**src/rtl/game_state_controller.sv**
```systemverilog
// Top-level game sequencer: ATTRACT/PLAY/PAUSE/GAMEOVER state, BCD score,
// win flag and overlay flash, all outputs registered off clk.
module game_state_controller #(
    parameter int unsigned GAMEOVER_FRAMES = 180,
    parameter int unsigned FLASH_FRAMES    = 16,
    parameter int unsigned SCORE_MAX       = 999
) (
    input  logic        clk,
    input  logic        reset,
    input  logic        frame_end,
    input  logic        start_btn,
    input  logic [1:0]  player_lives,
    input  logic        sword_dragon_hit,
    input  logic        sheep_eaten,
    input  logic [6:0]  dragon_segments,
    output logic [1:0]  game_state,
    output logic        game_reset,
    output logic        run_enable,
    output logic [11:0] score_bcd,
    output logic        win,
    output logic        flash
);

    typedef enum logic [1:0] {
        ATTRACT  = 2'b00,
        PLAY     = 2'b01,
        PAUSE    = 2'b10,
        GAMEOVER = 2'b11
    } state_t;

    localparam logic [11:0] MAX_BCD = {4'(SCORE_MAX / 100),
                                       4'((SCORE_MAX / 10) % 10),
                                       4'(SCORE_MAX % 10)};
    localparam logic [9:0]  GO_LAST = 10'(GAMEOVER_FRAMES - 1);
    localparam logic [7:0]  FL_LAST = 8'(FLASH_FRAMES - 1);

    state_t      state, next_state;
    logic        start_prev, hit_prev, sheep_prev;
    logic        start_edge, hit_edge, sheep_edge;
    logic [9:0]  go_cnt;
    logic [7:0]  flash_cnt;
    logic        go_done, flash_zone, flash_entry, restart;

    function automatic logic [11:0] bcd_inc(input logic [11:0] v);
        logic [11:0] r;
        r = v;
        if (r[3:0] != 4'd9) begin
            r[3:0] = r[3:0] + 4'd1;
        end else begin
            r[3:0] = 4'd0;
            if (r[7:4] != 4'd9) begin
                r[7:4] = r[7:4] + 4'd1;
            end else begin
                r[7:4]  = 4'd0;
                r[11:8] = r[11:8] + 4'd1;
            end
        end
        return r;
    endfunction

    function automatic logic [11:0] bcd_dec(input logic [11:0] v);
        logic [11:0] r;
        r = v;
        if (r[3:0] != 4'd0) begin
            r[3:0] = r[3:0] - 4'd1;
        end else begin
            r[3:0] = 4'd9;
            if (r[7:4] != 4'd0) begin
                r[7:4] = r[7:4] - 4'd1;
            end else begin
                r[7:4]  = 4'd9;
                r[11:8] = r[11:8] - 4'd1;
            end
        end
        return r;
    endfunction

    always_comb begin
        start_edge = start_btn & ~start_prev;
        hit_edge   = sword_dragon_hit & ~hit_prev;
        sheep_edge = sheep_eaten & ~sheep_prev;
        go_done    = (state == GAMEOVER) && frame_end && (go_cnt == GO_LAST);

        next_state = state;
        unique case (state)
            ATTRACT:  if (start_edge) next_state = PLAY;
            PLAY: begin
                // Lives check outranks the win check and any start edge.
                if (player_lives == 2'd0)          next_state = GAMEOVER;
                else if (dragon_segments == 7'd0)  next_state = GAMEOVER;
                else if (start_edge)               next_state = PAUSE;
            end
            PAUSE:    if (start_edge) next_state = PLAY;
            GAMEOVER: if (go_done)    next_state = ATTRACT;
            default:  next_state = ATTRACT;
        endcase

        restart     = (state == ATTRACT) && (next_state == PLAY);
        flash_zone  = (next_state == PAUSE) || (next_state == GAMEOVER);
        flash_entry = flash_zone && (next_state != state);
    end

    always_ff @(posedge clk) begin
        if (reset) begin
            state      <= ATTRACT;
            start_prev <= 1'b0;
            hit_prev   <= 1'b0;
            sheep_prev <= 1'b0;
            go_cnt     <= '0;
            flash_cnt  <= '0;
            flash      <= 1'b0;
            game_reset <= 1'b0;
            run_enable <= 1'b0;
            score_bcd  <= '0;
            win        <= 1'b0;
        end else begin
            start_prev <= start_btn;
            hit_prev   <= sword_dragon_hit;
            sheep_prev <= sheep_eaten;
            state      <= next_state;
            run_enable <= (next_state == PLAY);
            game_reset <= restart;

            if (restart) begin
                score_bcd <= '0;
            end else if (state == PLAY && hit_edge && !sheep_edge) begin
                if (score_bcd < MAX_BCD) score_bcd <= bcd_inc(score_bcd);
            end else if (state == PLAY && sheep_edge && !hit_edge) begin
                if (score_bcd != 12'h000) score_bcd <= bcd_dec(score_bcd);
            end

            if (restart)
                win <= 1'b0;
            else if (state == PLAY && next_state == GAMEOVER)
                win <= (player_lives != 2'd0);

            if (state != GAMEOVER)
                go_cnt <= '0;
            else if (frame_end)
                go_cnt <= go_done ? 10'd0 : go_cnt + 10'd1;

            // Entering an overlay state restarts the blink phase from dark.
            if (!flash_zone || flash_entry) begin
                flash_cnt <= '0;
                flash     <= 1'b0;
            end else if (frame_end) begin
                if (flash_cnt == FL_LAST) begin
                    flash_cnt <= '0;
                    flash     <= ~flash;
                end else begin
                    flash_cnt <= flash_cnt + 8'd1;
                end
            end
        end
    end

    assign game_state = state;

endmodule
```
**config.mk**
```make
export PLATFORM = sky130hd
export DESIGN_NAME = game_state_controller
export DESIGN_NICKNAME = d
export VERILOG_FILES = /design/src/rtl/game_state_controller.sv
export SDC_FILE = /design/constraint.sdc
export NUM_CORES = 1
export LEC_CHECK = 0
export CAP_MARGIN = 20
export CORE_MARGIN = 2
export CORE_UTILIZATION = 60
export DETAILED_ROUTE_END_ITERATION = 12
export DONT_BUFFER_PORTS = 1
export PLACE_DENSITY = 0.84
export SYNTH_ARGS = -nofsm -noshare
export SYNTH_HDL_FRONTEND = slang
export SYNTH_SLANG_ARGS = --single-unit
```
**constraint.sdc**
```tcl
create_clock -name clk -period 3.95 [get_ports clk]
set_clock_uncertainty 0.2 [all_clocks]
set_input_delay 0.79 -clock clk [delete_from_list [all_inputs] [get_ports clk]]
set_output_delay 0.79 -clock clk [all_outputs]
set_load 0.005 [all_outputs]
```
==> impl_metrics.csv <==
group,metric,value,unit
outcome,outcome,"finished, final reports clean",
layout,drive_gt1_share,10.0,%
timing,timing.final.ws_setup,1.30,ns
logic_synthesis,synthArstFlopShare,0,%
timing,hold_violations,0,
timing,rsz0062_at_grt,"false",
pwr,powerDensity,352,nW/um^2
place,dp_slack,0.984,ns
global_routing,grt_max_degree,14,
logic_synthesis,netlist_area,2100,um^2
clocking,htreeDepth,2,
job,drv_cap,0,
drt,wl,4210,um
layout,area_growth_syn_to_layout,4.35,%
pwr,p_sw_share,25.9,%
clocking,cts_buffer_depth,2,
drt,drt_iter0_markers,71,
setup_path,worstPathRequired,4.05,ns
timing,final.period_utilization,67.1,%
drt,vias,1667,
drt,wl_per_cell,14.7,um
place,dpl.hpwl,3060,um
setup_path,worstPathCellList,"nand2b_4 > nor3_4 > inv_2 > ha_1 > a21o_1 > a21oi_1 > xnor2_1 > a211o_1 > nand2_1",
floorplanning,start_util,62.5,%
setup_path,arrival,2.75,ns
setup_path,critPathCaptureType,"flop",
clocking,clock_latency,0.35,ns
timing,clock.fmax,0.377,GHz
global_routing,antenna_found_initial,0,
pwr,irDropWorstVdd,0.000223,V
floorplanning,die_w,63.2,um
logic_synthesis,ys_seq_area_share,37.1,%
pwr,power.leakage,0.724,nW
global_routing,grt_pass1_wl,7290,um
floorplanning,die_h,63.2,um
logic_synthesis,synth_ff_type,"dfxtp_1",
layout,nFillCells,287,
setup_path,slowest_delay,0.55,ns
layout,register_area,781,um^2
place,io_buffers,0,
layout,multi_input_area,1260,um^2
logic_synthesis,ys_types,56,
clocking,hold_buffers,0,
floorplanning,core,3360,um^2
global_routing,grt_pass1_vias,1630,
global_routing,overflow,0,
clocking,cts_tree,"done",
drt,via_per_inst,5.83,
floorplanning,dieArea,3990,um^2
logic_synthesis,syn_nets,260,
logic_synthesis,syn_avg_cell_area,8.76,um^2
drt,drc,0,
logic_synthesis,ys_seq_elements,39,
place,gp_congestion,0.909,
clocking,numCtsBuffers,5,
clocking,post-cts-setup-buffers,0,
setup_path,cp_slowest_cell,"dfxtp_1",
pwr,p_int,0.000572,W
logic_synthesis,yosys_warnings,0,
logic_synthesis,synth_cells,240,
setup_path,setup.worst_path.start_class,"flop",
global_routing,groute.usage.overall,22.7,%
timing,final.setup.tns,0,ns
pwr,comb_power_share,10.7,%
setup_path,path_max_fanout,10,
timing,finalSetupViolations,0,
pwr,p_sw,0.000200,W
pwr,clock_power_share,35.3,%
logic_synthesis,synth_enable_flop_cells,0,
layout,nNetsFinal,259,
floorplanning,rows,21,
setup_path,crit_family,"compound AO/OA/AOI/OAI gates",
clocking,clkTransAtPathRegs,0.12,ns
setup_path,path_class,"flop to flop",
pwr,pwr-share-seq,54.0,%
clocking,cts_resized,0,
floorplanning,ios,33,
drt,drt-pass1-iter-count,4,
drt,ant_nets,0,
clocking,cts_sinks,39,
hold_path,min_path_type,"input pin to flop",
clocking,cts-root-buf,"clkbuf_4",
setup_path,path_buf_inv,1,
timing,drv_slew,0,
timing,period_needed,2.65,ns
timing,worstMarginPinSlew,0.439,ns
timing,slew_headroom,70.3,%
layout,antenna_cells,0,
==> routing by layer <==
metal,share of wire (%),wire length (um),track usage [%]
met1,44,1860,27.7
met2,50,2120,39.0
met3,4.2,177,5.71
met4,1.4,58,7.34
met5,0,0,0
==> layout make-up <==
| cell class | count | area share, % |
|---|---|---|
| clock inverters | 3 | 2.00 |
| clock buffers | 5 | 1.71 |
| repair buffers | 1 | 0.342 |
| flip-flops and latches | 39 | 35.6 |
| multi-input cells | 190 | 57.4 |
| well taps | 46 | 2.62 |
| inverters | 2 | 0.342 |
==> per-stage QoR <==
stage	total power, W	instances	instance area [um^2]	hold WS, ns	util, %
after detailed placement	0.000508	278	2110	0.299	62.8
after floorplan	0.000496	240	2100	0.280	-
after CTS	0.000774	286	2190	0.280	65.2
after global routing	0.000805	286	2190	0.270	65.2
after global placement	0.000506	278	2110	0.295	62.8
final	0.000772	286	2190	0.285	65.2
==> logic make-up after synthesis <==
logic type / synth area share, %
xor+xnor: 9.58
fa+ha+maj: 3.33
flops: 37.1
buf+inv: 2.98
mux: 1.90
simple gates: 30.7
compound gates: 14.4
==> sequential cells by signal (all words and copies together), names as in the netlist <==
name / flops
game_reset: 1
sheep_prev: 1
flash_cnt: 8
game_state: 2
start_prev: 1
score_bcd: 12
flash: 1
run_enable: 1
win: 1
hit_prev: 1
go_cnt: 10
==> path summary, 6_finish.rpt <==
check,start,end,slack (ns),cells past startpoint
setup / recovery,game_state[0],score_bcd[11],1.30,9
hold / removal,reset,sheep_prev,0.29,1
setup reg to reg,game_state[0],score_bcd[11],1.30,9
hold reg to reg,win,win,0.33,2
==> placed cells by master (no fill, tap or decap), types with 2 or more instances in the layout <==
cell | Yosys | routed
ha_1 | 4 | 4
nand4_1 | 6 | 6
mux2i_1 | 4 | 4
a21oi_1 | 10 | 10
a211oi_1 | 4 | 4
nand3_1 | 12 | 12
o211ai_1 | 2 | 2
or2_2 | 2 | 2
and3_1 | 2 | 2
a311oi_2 | 4 | 4
nand2b_1 | 6 | 6
nand4bb_1 | 2 | 2
o21bai_1 | 2 | 2
nor2b_1 | 6 | 6
nand3b_1 | 2 | 2
nor3_1 | 4 | 4
a22oi_1 | 2 | 2
dfxtp_1 | 39 | 39
nor4_1 | 5 | 5
nand2_1 | 15 | 15
o21ai_0 | 2 | 2
xnor2_1 | 12 | 12
or3_1 | 2 | 2
nor2_1 | 44 | 44
xor2_1 | 11 | 11
clkbuf_4 | 0 | 5
==> cell usage after synthesis, types with 2 or more instances <==
master,count,area (um^2)
o21bai_1,2,15.0
mux2i_1,4,40.0
nor2_1,44,165
xor2_1,11,96.3
buf_2,4,20.0
o211ai_1,2,15.0
nand2b_1,6,37.5
nand3_1,12,60.1
ha_1,4,50.1
dfxtp_1,39,781
o21ai_0,2,10.0
nand4_1,6,37.5
nand3b_1,2,15.0
and3_1,2,12.5
a211oi_1,4,30.0
nor4_1,5,31.3
buf_6,2,22.5
clkbuf_1,2,7.51
nand2_1,15,56.3
a22oi_1,2,15.0
nand4bb_1,2,22.5
nor2b_1,6,37.5
a21oi_1,10,50.1
or2_2,2,12.5
nor3_1,4,20.0
a311oi_2,4,60.1
xnor2_1,12,105
or3_1,2,12.5
==> power by group through the flow <==
stage / Combinational (W) / Clock (W) / Sequential (W)
5_1_grt: 0.0000935 / 0.000293 / 0.000419
4_1_cts: 0.0000823 / 0.000275 / 0.000417
2_1_floorplan: 0.0000776 / 0 / 0.000419
6_report: 0.0000824 / 0.000273 / 0.000417
3_3_place_gp: 0.0000806 / 0 / 0.000425
3_5_place_dp: 0.0000818 / 0 / 0.000426
No activity file was read; power rests on OpenSTA's default activity.
